[config.mk]
export PLATFORM = sky130hd
export DESIGN_NAME = pattern3_merge_pipe_flat
export DESIGN_NICKNAME = d
export VERILOG_FILES = /design/src/rtl/pattern3_merge_pipe_if.sv /design/src/rtl/pattern3_merge_pipe.sv /design/src/flat_wrapper.sv
export SDC_FILE = /design/constraint.sdc
export NUM_CORES = 1
export LEC_CHECK = 0
export ABC_CLOCK_PERIOD_IN_PS = 1800
export CORE_MARGIN = 8
export CORE_UTILIZATION = 46
export CTS_CLUSTER_DIAMETER = 200
export DETAILED_ROUTE_END_ITERATION = 10
export GPL_ROUTABILITY_DRIVEN = 0
export PLACE_DENSITY = 0.84
export SYNTH_ARGS = -nofsm -noshare
export SYNTH_HDL_FRONTEND = slang
export SYNTH_SLANG_ARGS = --single-unit
[constraint.sdc]
create_clock -name blif_clk_net -period 1.8 [get_ports blif_clk_net]
set_input_delay 0.36 -clock blif_clk_net [delete_from_list [all_inputs] [get_ports blif_clk_net]]
set_output_delay 0.36 -clock blif_clk_net [all_outputs]
set_load 0.03 [all_outputs]
[src/rtl/pattern3_merge_pipe_if.sv]
// Beat-level handshake and pattern-3 data bus; master = pattern source side, slave = merge pipe.
interface pattern3_merge_pipe_if #(
  parameter int WIDTH = 8
);
  logic             in_valid;
  logic             in_ready;
  logic [WIDTH-1:0] g1, g2, in2, in4, in5, in7, in8, in10, in11;
  logic             out_valid;
  logic             out_ready;
  logic [WIDTH-1:0] n_429_or_0, g78, n_576, n_102, n_547;

  modport master (
    output in_valid, g1, g2, in2, in4, in5, in7, in8, in10, in11, out_ready,
    input  in_ready, out_valid, n_429_or_0, g78, n_576, n_102, n_547
  );

  modport slave (
    input  in_valid, g1, g2, in2, in4, in5, in7, in8, in10, in11, out_ready,
    output in_ready, out_valid, n_429_or_0, g78, n_576, n_102, n_547
  );
endinterface

[src/rtl/pattern3_merge_pipe.sv]
// WIDTH-lane pattern-3 cell into a STAGES-slot elastic pipe; STAGES-cycle latency, stalls upstream only when full.
// PATTERN3_MERGE_PIPE_STATS_EN adds saturating transfer/stall counters.
module pattern3_merge_pipe #(
  parameter int WIDTH    = 8,
  parameter int STAGES   = 2,
  parameter bit G78_INIT = 1'b0
) (
  input  logic                blif_clk_net,
  input  logic                blif_reset_net,
  pattern3_merge_pipe_if.slave io
`ifdef PATTERN3_MERGE_PIPE_STATS_EN
  ,
  output logic [31:0]         stat_beats,
  output logic [31:0]         stat_stalls
`endif
);

  typedef struct packed {
    logic [WIDTH-1:0] n_429_or_0;
    logic [WIDTH-1:0] g78;
    logic [WIDTH-1:0] n_576;
    logic [WIDTH-1:0] n_102;
    logic [WIDTH-1:0] n_547;
  } res_t;

  res_t              in_res;
  logic [WIDTH-1:0]  n_431;
  logic [WIDTH-1:0]  hist_q, hist_d;
  logic [STAGES-1:0] vld_q, vld_d, drn, src_vld;
  logic [STAGES:0]   ld;
  res_t              slot_q  [STAGES];
  res_t              slot_d  [STAGES];
  res_t              src_dat [STAGES];
  logic              in_fire;

  always_comb begin
    in_res.n_429_or_0 = ~(io.g1 & ~io.in5);
    in_res.g78        = hist_q;
    in_res.n_576      = ~(io.in7 & ~io.g2 & io.in5);
    in_res.n_102      = ~io.g2;
    in_res.n_547      = ~(io.in11 & ~io.g2 & ~io.in10);
    n_431             = io.in8 | (io.in2 & ~io.in4 & io.g1);
  end

  // ld[STAGES] stands for the consumer, so every slot drains when the next one loads.
  always_comb begin
    ld         = '0;
    drn        = '0;
    ld[STAGES] = io.out_ready;
    for (int k = STAGES - 1; k >= 0; k--) begin
      drn[k] = vld_q[k] & ld[k+1];
      ld[k]  = ~vld_q[k] | drn[k];
    end
    in_fire = io.in_valid & ld[0];
  end

  always_comb begin
    src_vld[0] = io.in_valid;
    src_dat[0] = in_res;
    for (int k = 1; k < STAGES; k++) begin
      src_vld[k] = vld_q[k-1];
      src_dat[k] = slot_q[k-1];
    end
    vld_d = vld_q;
    for (int k = 0; k < STAGES; k++) begin
      slot_d[k] = slot_q[k];
      if (ld[k]) begin
        // An empty slot is kept zeroed so the output buses read 0 when idle.
        vld_d[k]  = src_vld[k];
        slot_d[k] = src_vld[k] ? src_dat[k] : '0;
      end
    end
    hist_d = in_fire ? n_431 : hist_q;
  end

  always_ff @(posedge blif_clk_net) begin
    if (blif_reset_net) begin
      vld_q  <= '0;
      hist_q <= {WIDTH{G78_INIT}};
      for (int k = 0; k < STAGES; k++) slot_q[k] <= '0;
    end else begin
      vld_q  <= vld_d;
      hist_q <= hist_d;
      for (int k = 0; k < STAGES; k++) slot_q[k] <= slot_d[k];
    end
  end

  assign io.in_ready   = ld[0];
  assign io.out_valid  = vld_q[STAGES-1];
  assign io.n_429_or_0 = slot_q[STAGES-1].n_429_or_0;
  assign io.g78        = slot_q[STAGES-1].g78;
  assign io.n_576      = slot_q[STAGES-1].n_576;
  assign io.n_102      = slot_q[STAGES-1].n_102;
  assign io.n_547      = slot_q[STAGES-1].n_547;

`ifdef PATTERN3_MERGE_PIPE_STATS_EN
  logic [31:0] stat_beats_q, stat_beats_d;
  logic [31:0] stat_stalls_q, stat_stalls_d;

  always_comb begin
    stat_beats_d  = stat_beats_q;
    stat_stalls_d = stat_stalls_q;
    if (vld_q[STAGES-1] & io.out_ready & (stat_beats_q != 32'hFFFF_FFFF))
      stat_beats_d = stat_beats_q + 32'd1;
    if (vld_q[STAGES-1] & ~io.out_ready & (stat_stalls_q != 32'hFFFF_FFFF))
      stat_stalls_d = stat_stalls_q + 32'd1;
  end

  always_ff @(posedge blif_clk_net) begin
    if (blif_reset_net) begin
      stat_beats_q  <= '0;
      stat_stalls_q <= '0;
    end else begin
      stat_beats_q  <= stat_beats_d;
      stat_stalls_q <= stat_stalls_d;
    end
  end

  assign stat_beats  = stat_beats_q;
  assign stat_stalls = stat_stalls_q;
`endif

endmodule
[src/flat_wrapper.sv]
// flat-port wrapper written by rule: the top's interface ports become plain ports
module pattern3_merge_pipe_flat 
#(
  parameter int WIDTH    = 8,
  parameter int STAGES   = 2,
  parameter bit G78_INIT = 1'b0
)
  (blif_clk_net, blif_reset_net, io_in_valid, io_g1, io_g2, io_in2, io_in4, io_in5, io_in7, io_in8, io_in10, io_in11, io_out_ready, io_in_ready, io_out_valid, io_n_429_or_0, io_g78, io_n_576, io_n_102, io_n_547);
  pattern3_merge_pipe_if #(.WIDTH(WIDTH)) io_i ();
  input  logic blif_clk_net;
  input  logic blif_reset_net;
  input wire logic [$bits(io_i.in_valid)-1:0] io_in_valid;
  input wire logic [$bits(io_i.g1)-1:0] io_g1;
  input wire logic [$bits(io_i.g2)-1:0] io_g2;
  input wire logic [$bits(io_i.in2)-1:0] io_in2;
  input wire logic [$bits(io_i.in4)-1:0] io_in4;
  input wire logic [$bits(io_i.in5)-1:0] io_in5;
  input wire logic [$bits(io_i.in7)-1:0] io_in7;
  input wire logic [$bits(io_i.in8)-1:0] io_in8;
  input wire logic [$bits(io_i.in10)-1:0] io_in10;
  input wire logic [$bits(io_i.in11)-1:0] io_in11;
  input wire logic [$bits(io_i.out_ready)-1:0] io_out_ready;
  output wire logic [$bits(io_i.in_ready)-1:0] io_in_ready;
  output wire logic [$bits(io_i.out_valid)-1:0] io_out_valid;
  output wire logic [$bits(io_i.n_429_or_0)-1:0] io_n_429_or_0;
  output wire logic [$bits(io_i.g78)-1:0] io_g78;
  output wire logic [$bits(io_i.n_576)-1:0] io_n_576;
  output wire logic [$bits(io_i.n_102)-1:0] io_n_102;
  output wire logic [$bits(io_i.n_547)-1:0] io_n_547;
  assign io_i.in_valid = io_in_valid;
  assign io_i.g1 = io_g1;
  assign io_i.g2 = io_g2;
  assign io_i.in2 = io_in2;
  assign io_i.in4 = io_in4;
  assign io_i.in5 = io_in5;
  assign io_i.in7 = io_in7;
  assign io_i.in8 = io_in8;
  assign io_i.in10 = io_in10;
  assign io_i.in11 = io_in11;
  assign io_i.out_ready = io_out_ready;
  assign io_in_ready = io_i.in_ready;
  assign io_out_valid = io_i.out_valid;
  assign io_n_429_or_0 = io_i.n_429_or_0;
  assign io_g78 = io_i.g78;
  assign io_n_576 = io_i.n_576;
  assign io_n_102 = io_i.n_102;
  assign io_n_547 = io_i.n_547;
  pattern3_merge_pipe #(.WIDTH(WIDTH), .STAGES(STAGES), .G78_INIT(G78_INIT)) u_core (.blif_clk_net(blif_clk_net), .blif_reset_net(blif_reset_net), .io(io_i));
endmodule
# Word level (Yosys, flattened, before mapping)
# Memory sizes are Yosys's and may differ from the RTL's.
# Cells that the tools add are included.
dict set report classes {
  shifts 0
  n_div 0
  add_sub_neg 0
  n_mul 0
  magnitude_cmp 0
  bitwise 24
  n_eq_ne 0
  n_reduce_logical 0
  muxes 9
}
# cell n
set op_table {}
lappend op_table {{2-to-1 mux 40 bit} 6}
lappend op_table {{bitwise AND 8 bit} 7}
lappend op_table {{inverter 8 bit} 7}
lappend op_table {{bitwise OR 8 bit} 1}
lappend op_table {{bitwise OR 1 bit} 4}
lappend op_table {{bitwise AND 1 bit} 3}
lappend op_table {{2-to-1 mux 1 bit} 3}
lappend op_table {{inverter 1 bit} 2}
dict set report word_totals {
  inputBits 76
  elab_cells 37
  ff_bits 10
  mem_bits_ro 0
  mem_count 1
  out_inout_bits 42
  latchBits 0
  ramBits 80
}
# memory words width rd rd_ports_with_merged_regs write_ports line
set memory_table {}
lappend memory_table {u_core.slot_q 2 40 2 0 2 pattern3_merge_pipe.sv:31} ;# res_t slot_q [STAGES];

# Depth between registers and ports, before layout
# Gate-level depths: netlist (run 1).
dict set report depth {
  ltp_word 7
  mapped_depth 7
}

# Worst setup path after synthesis (run 1)
# OpenSTA, ideal clock, no wires.
dict set report synth_path {
  path_type {flip-flop to output port}
  from {reg u_core.vld_q[1]}
  to {out io_in_ready}
  arrival_ns 1.093
  path_slack_ns 0.347
  stages_incl_launch_ff 5
  path_buffers 2
  path_cell_list {dfxtp_1 -> and3b_1 -> buf_6 -> inv_4 -> buf_4}
}
dict set report synth_via {
  elab_chain_cells 4
  elab_cells_between_ends 5
  cone_classes {5 x bitwise}
}
# item line
set synth_rtl {}
lappend synth_rtl {{start: declaration} pattern3_merge_pipe.sv:29} ;# logic [STAGES-1:0] vld_q, vld_d, drn, src_vld;
lappend synth_rtl {{start signal: assignment} pattern3_merge_pipe.sv:82} ;# vld_q <= vld_d;
lappend synth_rtl {{bitwise AND 1 bit or inverter 1 bit (tied branches)} {pattern3_merge_pipe.sv:51, pattern3_merge_pipe.sv:52}}
lappend synth_rtl {{bitwise OR 1 bit *} pattern3_merge_pipe.sv:52} ;# ld[k] = ~vld_q[k] | drn[k];
lappend synth_rtl {{bitwise AND 1 bit *} pattern3_merge_pipe.sv:51} ;# drn[k] = vld_q[k] & ld[k+1];
lappend synth_rtl {{bitwise OR 1 bit *} pattern3_merge_pipe.sv:52}
lappend synth_rtl {{end: declaration} flat_wrapper.sv:23} ;# output wire logic [$bits(io_i.in_ready)-1:0] io_in_ready;
# Mark *: on every way between the ends. The rest lies on a longest branch, timed or not.

==> flow_summary.rst, run 1 <==
.. list-table::
   :header-rows: 1

   * - Metric
     - Value
   * - Net Sw Frac
     - 0.241
   * - Total congestion overflow after global routing
     - 0
   * - Count of fill cells added during filler insertion
     - 692
   * - Post-synth top area share
     - 0.476
   * - Hold buffer count at cts
     - 0
   * - Psw
     - 1.01 mW
   * - Unrepaired setup endpoints after global routing
     - false
   * - Area growth from synthesis to layout
     - 34.9%
   * - Combined area of all synthesized cells
     - 3780 sq um
   * - Max-capacitance violation count
     - 0
   * - Cell row count
     - 33
   * - Die Y-Extent
     - 107 um
   * - CP Data Required Time
     - 1.44 ns
   * - Number of clock sinks
     - 90
   * - Final hold vios
     - 0
   * - Count of TritonRoute iterations in the first routing pass
     - 5
   * - Critical Path Sink Type
     - output pin
   * - DR vias
     - 3333
   * - Syn_area_per_cell
     - 8.58 sq um
   * - Detailed Route Iter0 Violations
     - 152
   * - Slew of the pin with the lowest slew margin
     - 0.409 ns
   * - Class of the tightest hold or removal check
     - flop to flop
   * - Clock tree root buffer cell
     - sky130_fd_sc_hd__clkbuf_8
   * - Wire length of the first global-routing pass
     - 17200 um
   * - Floorplan core area
     - 8090 sq um
   * - Total power divided by cell area
     - 818 nW/um^2
   * - Routed len/inst
     - 16.9 um
   * - Via count of the first global-routing pass
     - 3431
   * - Relative contribution of combinational cells to total power
     - 0.119
   * - Upper clock frequency limit
     - 567 MHz
   * - Top-level I/O count
     - 118
   * - Setup bufs post-CTS
     - 0
   * - Internal power component
     - 3.17 mW
   * - Final setup viols
     - 0
   * - Share of layout cells above drive strength 1
     - 0.0981
   * - Later-pin clock latency in the skew report
     - 0.35 ns
   * - Result of the run
     - complete, no violations
   * - Final worst setup slack
     - 0.0351 ns
   * - Longest Clk Path Bufs
     - 2
   * - Cells after Synth
     - 441
   * - Top library cells by usage in the layout, fill and taps aside
     - 109 x sky130_fd_sc_hd__clkdlybuf4s50_1, 90 x sky130_fd_sc_hd__dfxtp_1, 72 x sky130_fd_sc_hd__a21oi_1
   * - Commonest non-fill, non-tap cell in the layout
     - sky130_fd_sc_hd__clkdlybuf4s50_1
   * - Chain of cells forming the critical path
     - clkdlybuf4s50_1
   * - Largest net degree at the start of global routing
     - 42
   * - Setup WS pre-CTS
     - -0.0758 ns
   * - Critical Setup Path Class
     - flop to output pin
   * - Maximum fanout along the worst path
     - 2
   * - Leakage power figure
     - 1.88 nW
   * - Total inserted antenna cells
     - 0
   * - Placed instance count
     - 609
   * - Sequential cell area
     - 1800 sq um
   * - Fraction of the yosys area taken by sequential cells
     - 0.476
   * - Sequential power share
     - 0.504
   * - Area of combinational cells with multiple inputs
     - 1490 sq um
   * - Startpoint type of the worst setup path
     - flop
   * - Net count after synthesis
     - 517
   * - Skew final
     - 0.0100 ns
   * - Die Outline Area
     - 11400 sq um
   * - TritonCTS clock tree
     - yes
   * - Cell type contributing the most total cell area after synthesis
     - sky130_fd_sc_hd__dfxtp_1
   * - H-tree levels
     - 3
   * - YS warnings
     - 0
   * - Max rail drop VDD
     - 398 uV
   * - Count of cells resized by post-cts repair
     - 2
   * - Clock transition at the registers of the reported paths
     - 0.09 ns
   * - Antenna-violating nets left
     - 0
   * - Number of buffer and inverter instances along the worst setup path
     - 1
   * - Initial core utilization
     - 0.468
   * - DRC errors left
     - 0
   * - Final Total Pwr
     - 4.18 mW
   * - Count of different cell masters after synthesis
     - 24
   * - Register bit total from synthesis
     - 90
   * - HPWL Detailed
     - 7690 um
   * - Min Clock Period, post-route
     - 1.76 ns
   * - Number of CTS-inserted buffers
     - 9
   * - Largest stage delay on the critical path
     - 0.71 ns
   * - Final wirelength
     - 10600 um
   * - Number of buffers added on ports
     - 117
   * - Worst R2R Setup Slack
     - 0.49 ns
   * - Share of the clock period used by the worst path after layout
     - 0.980
   * - Number of pins exceeding their max-slew limit in the final report
     - 0
   * - Final core utilization
     - 0.631
   * - Family with the most delay on the worst path
     - buffers and inverters
   * - TNS Setup
     - 0 ns
   * - Final net count
     - 591
   * - Slowest cell on the critical path
     - sky130_fd_sc_hd__clkdlybuf4s50_1
   * - Initial antenna violation count
     - 0
   * - Die boundary width
     - 107 um
   * - Number of vias per cell after detailed routing
     - 5.33
   * - Slew Limit Headroom
     - 0.727
   * - Endpoint arrival time on the critical path
     - 1.40 ns
   * - Fraction of power consumed by the clock network
     - 0.377
   * - Top post-synthesis cells by area
     - sky130_fd_sc_hd__dfxtp_1 48%, sky130_fd_sc_hd__a21oi_1 9.5%, sky130_fd_sc_hd__buf_4 8.5%
   * - Global-route usage over all layers
     - 0.188
   * - Non-filler cells in the finished layout
     - 625
sequential cells by signal (all words and copies together), names as in the netlist:
| signal | cells |
|---|---|
| u_core.slot_q | 80 |
| u_core.hist_q | 8 |
| u_core.vld_q | 2 |
layer usage:
metal  part of all wire  routed length (um)  global-route usage  vias up
met4              0.031                 330               0.103        0
met2               0.51                5420               0.321      112
met3              0.061                 648              0.0456       25
li1                   -                   -                   -     1624
met5                  0                   0                   0        -
met1               0.40                4180               0.211     1572
metrics by stage:
step | instance area, sq um | hold slack (ns)
2_1_floorplan | 3780 | 0.432
3_3_place_gp | 4860 | 0.439
3_5_place_dp | 4860 | 0.445
4_1_cts | 5090 | 0.456
5_1_grt | 5100 | 0.469
6_report | 5100 | 0.454
cell usage after synthesis:
cell	count
sky130_fd_sc_hd__a211oi_2	8
sky130_fd_sc_hd__a21oi_1	72
sky130_fd_sc_hd__a22o_1	7
sky130_fd_sc_hd__a31oi_1	8
sky130_fd_sc_hd__and2_1	1
sky130_fd_sc_hd__and3b_1	1
sky130_fd_sc_hd__buf_1	4
sky130_fd_sc_hd__buf_2	3
sky130_fd_sc_hd__buf_4	43
sky130_fd_sc_hd__buf_6	3
sky130_fd_sc_hd__clkbuf_1	21
sky130_fd_sc_hd__dfxtp_1	90
sky130_fd_sc_hd__inv_1	8
sky130_fd_sc_hd__inv_4	1
sky130_fd_sc_hd__nand2_1	65
sky130_fd_sc_hd__nand2b_1	9
sky130_fd_sc_hd__nand3_1	56
sky130_fd_sc_hd__nand3b_1	16
sky130_fd_sc_hd__nor2_1	5
sky130_fd_sc_hd__nor2_4	1
sky130_fd_sc_hd__nor2b_1	1
sky130_fd_sc_hd__nor3b_1	8
sky130_fd_sc_hd__nor3b_4	1
sky130_fd_sc_hd__o2bb2ai_1	9
worst reg2reg max path, stage by stage (launching register included):
cell,delay [ns]
sky130_fd_sc_hd__dfxtp_1,0.34
sky130_fd_sc_hd__and3b_2,0.25
sky130_fd_sc_hd__buf_4,0.16
sky130_fd_sc_hd__nor3b_4,0.32
sky130_fd_sc_hd__a22o_1,0.19
kinds of logic (layout without fill, tap and decap cells):
| group | count (synthesis) | count (layout) | share of synthesized area |
|---|---|---|---|
| AND/OR/NAND/NOR | 164 | 164 | 0.220 |
| AO/OA/AOI/OAI | 104 | 104 | 0.172 |
| flip-flops | 90 | 90 | 0.476 |
| buffers and inverters | 83 | 162 | 0.133 |
cell type report:
| class | instances | area share |
|---|---|---|
| Clock buffer | 10 | 0.0270 |
| Clock inverter | 6 | 0.0186 |
| Inverter | 9 | 0.00711 |
| Multi-Input combinational cell | 268 | 0.292 |
| Sequential cell | 90 | 0.353 |
| Tap cell | 105 | 0.0257 |
| Timing Repair Buffer | 137 | 0.277 |
final timing paths:
path	start	to	depth (start not counted)
max	u_core.slot_q[0][43]	io_n_547[3]	1
min	u_core.slot_q[0][41]	u_core.slot_q[0][41]	2
max reg2reg	u_core.vld_q[1]	u_core.slot_q[0][18]	4
min reg2reg	u_core.slot_q[0][41]	u_core.slot_q[0][41]	2
power groups by stage:
stage	clock network [mW]	registers (mW)	logic (mW)
after floorplan	0	2.14	0.238
after global placement	0	2.14	0.487
after detailed placement	0	2.15	0.497
after CTS	1.61	2.10	0.500
after global routing	1.69	2.11	0.535
final	1.57	2.10	0.499
Note: power is estimated with default switching activity, not from simulation.
==> inputs of run 2 (changes only) <==
--- a/config.mk
+++ b/config.mk
@@ -11,6 +11,7 @@
 export CTS_CLUSTER_DIAMETER = 200
 export DETAILED_ROUTE_END_ITERATION = 10
 export GPL_ROUTABILITY_DRIVEN = 0
+export HOLD_SLACK_MARGIN = 0.08
 export PLACE_DENSITY = 0.84
 export SYNTH_ARGS = -nofsm -noshare
 export SYNTH_HDL_FRONTEND = slang
==> results of run 2 <==
Same layout as run 1: the final DEF is identical, and so are final timing and power.
==> inputs of run 3 (changes only) <==
--- a/config.mk
+++ b/config.mk
@@ -6,7 +6,7 @@
 export NUM_CORES = 1
 export LEC_CHECK = 0
 export ABC_CLOCK_PERIOD_IN_PS = 1800
-export CORE_MARGIN = 8
+export CORE_MARGIN = 5
 export CORE_UTILIZATION = 46
 export CTS_CLUSTER_DIAMETER = 200
 export DETAILED_ROUTE_END_ITERATION = 10
==> run 3 against run 2 <==
Effect of this change: clock skew decreased by 0.0032 ns; cell count unchanged; die area decreased by 11%; global-route usage increased by 1.5 points; critical path type unchanged; largest cell class unchanged; highest routed layer unchanged.
==> flow_summary.rst, run 3 (synthesized netlist as in run 1, its figures left out) <==
.. list-table::
   :header-rows: 1

   * - Metric
     - Value
   * - Die Outline Area
     - 10100 sq um
   * - Slowest cell on the critical path
     - sky130_fd_sc_hd__clkdlybuf4s50_1
   * - Post-Place Cell Area
     - 4850 sq um
   * - Max-capacitance violation count
     - 0
   * - Total power divided by cell area
     - 768 nW/um^2
   * - Min Clock Period, post-route
     - 1.75 ns
   * - Antenna-violating nets left
     - 0
   * - Number of CTS-inserted buffers
     - 9
   * - Sequential cell area
     - 1800 sq um
   * - CP Data Required Time
     - 1.44 ns
   * - Initial core utilization
     - 0.465
   * - Floorplan core area
     - 8130 sq um
   * - Hold buffer count at cts
     - 0
   * - Wire length of the first global-routing pass
     - 16100 um
   * - Area of combinational cells with multiple inputs
     - 1490 sq um
   * - DR vias
     - 3353
   * - Cell area after layout
     - 5030 sq um
   * - Clock transition at the registers of the reported paths
     - 0.08 ns
   * - Register containing the most flip-flops in the final layout
     - u_core.slot_q
   * - Initial antenna violation count
     - 0
   * - Number of buffers added on ports
     - 117
   * - Area growth from synthesis to layout
     - 33.0%
   * - Chain of cells forming the critical path
     - clkdlybuf4s50_1
   * - Longest Clk Path Bufs
     - 2
   * - Upper clock frequency limit
     - 572 MHz
   * - Commonest non-fill, non-tap cell in the layout
     - sky130_fd_sc_hd__clkdlybuf4s50_1
   * - Cell row count
     - 33
   * - Die Y-Extent
     - 101 um
   * - Registers with the most flip-flops
     - u_core.slot_q (80), u_core.hist_q (8), u_core.vld_q (2)
   * - Share of the clock period used by the worst path after layout
     - 0.971
   * - R2R Path End
     - u_core.slot_q[0][18]
   * - Final hold vios
     - 0
   * - Total congestion overflow after global routing
     - 0
   * - Total inserted antenna cells
     - 0
   * - Final wirelength
     - 10100 um
   * - Largest stage delay on the critical path
     - 0.69 ns
   * - Largest net degree at the start of global routing
     - 42
   * - Share of layout cells above drive strength 1
     - 0.0962
   * - Count of TritonRoute iterations in the first routing pass
     - 4
   * - Max rail drop VDD
     - 445 uV
   * - Final setup viols
     - 0
   * - Final core utilization
     - 0.619
   * - HPWL Detailed
     - 7600 um
   * - Top library cells by usage in the layout, fill and taps aside
     - 112 x sky130_fd_sc_hd__clkdlybuf4s50_1, 90 x sky130_fd_sc_hd__dfxtp_1, 72 x sky130_fd_sc_hd__a21oi_1
   * - Leakage power figure
     - 1.79 nW
   * - Via count of the first global-routing pass
     - 3327
   * - Final net count
     - 591
   * - Die boundary width
     - 101 um
   * - Slew Limit Headroom
     - 0.636
   * - Endpoint arrival time on the critical path
     - 1.39 ns
   * - Detailed Route Iter0 Violations
     - 236
   * - Maximum fanout along the worst path
     - 2
   * - Number of buffer and inverter instances along the worst setup path
     - 1
   * - Path depth of the worst reg2reg path
     - 5
   * - Critical Path Sink Type
     - output pin
   * - Worst R2R Setup Slack
     - 0.35 ns
   * - Unrepaired setup endpoints after global routing
     - false
   * - Clock tree root buffer cell
     - sky130_fd_sc_hd__clkbuf_8
   * - Family with the most delay on the worst path
     - buffers and inverters
   * - Global-route usage over all layers
     - 0.203
   * - Max reg flops
     - 80
   * - Number of pins exceeding their max-slew limit in the final report
     - 0
   * - WHS Endpoint
     - u_core.slot_q[0][40]
   * - Later-pin clock latency in the skew report
     - 0.35 ns
   * - Class of the tightest hold or removal check
     - flop to flop
   * - Beginning of the worst hold path
     - u_core.slot_q[0][40]
   * - Slew of the pin with the lowest slew margin
     - 0.546 ns
   * - Number of clock sinks
     - 90
   * - Result of the run
     - complete, no violations
   * - Skew final
     - 0.00679 ns
   * - DRC errors left
     - 0
   * - Count of fill cells added during filler insertion
     - 693
   * - Startpoint type of the worst setup path
     - flop
   * - TritonCTS clock tree
     - yes
   * - Launch instance of the worst register-to-register path
     - u_core.vld_q[1]
   * - Critical Setup Path Class
     - flop to output pin
   * - H-tree levels
     - 3
   * - Routed len/inst
     - 16.2 um
   * - Top-level I/O count
     - 118
   * - Number of cells on the worst hold path
     - 2
   * - Number of vias per cell after detailed routing
     - 5.36
-- run 3: worst max-delay path by stage --
stage                          from              endpoint  slack [ns]  depth (start not counted)
2_1_floorplan       u_core.vld_q[1]           io_in_ready        0.35                          4
3_3_place_gp           io_out_ready  u_core.slot_q[0][17]       -0.09                          6
3_5_place_dp           io_out_ready  u_core.slot_q[0][21]       -0.12                          6
4_1_cts        u_core.slot_q[0][71]             io_g78[7]        0.02                          1
5_1_grt        u_core.slot_q[0][79]      io_n_429_or_0[7]       0.002                          1
6_report       u_core.slot_q[0][46]           io_n_547[6]        0.05                          1
-- run 3: final cells by class --
type | instances | area share
Tap cell | 105 | 0.0261
Timing Repair Buffer | 137 | 0.277
Multi-Input combinational cell | 268 | 0.296
Clock inverter | 4 | 0.00522
Sequential cell | 90 | 0.358
Clock buffer | 12 | 0.0308
Inverter | 9 | 0.00721
-- run 3: stage by stage --
stage	power (mW)	instances	hold slack, ns	setup TNS (ns)	worst slack, ns
floorplan	2.38	441	0.432	0	0.347
global placement	2.64	609	0.438	-1.62	-0.0889
detailed placement	2.65	609	0.444	-2.28	-0.118
CTS	3.88	625	0.454	0	0.0157
global route	4.01	625	0.473	0	0.00204
finish	3.87	625	0.451	0	0.0525
-- run 3: timing repair --
action                     CTS  global route
setup buffers                0             0
gates resized for setup      2             2
setup endpoints to repair    2             2
-- run 3: layer usage --
layer  part of all wire  track usage
met1               0.40        0.238
met2               0.50        0.337
met3              0.060       0.0484
met4              0.041        0.117
met5                  0            0
-- run 3: report_power, final --
| part | switching, mW | total, mW | internal [mW] | leakage, nW |
|---|---|---|---|---|
| combinational | 0.232 | 0.506 | 0.273 | 0.960 |
| clock | 0.682 | 1.26 | 0.576 | 0.0924 |
| sequential | 0.0397 | 2.10 | 2.06 | 0.736 |
-- run 3: tightest hold or removal path: stages (launching register included) --
cell and delay, ns:
sky130_fd_sc_hd__dfxtp_1 0.31, sky130_fd_sc_hd__nand2_1 0.05, sky130_fd_sc_hd__a21oi_1 0.05
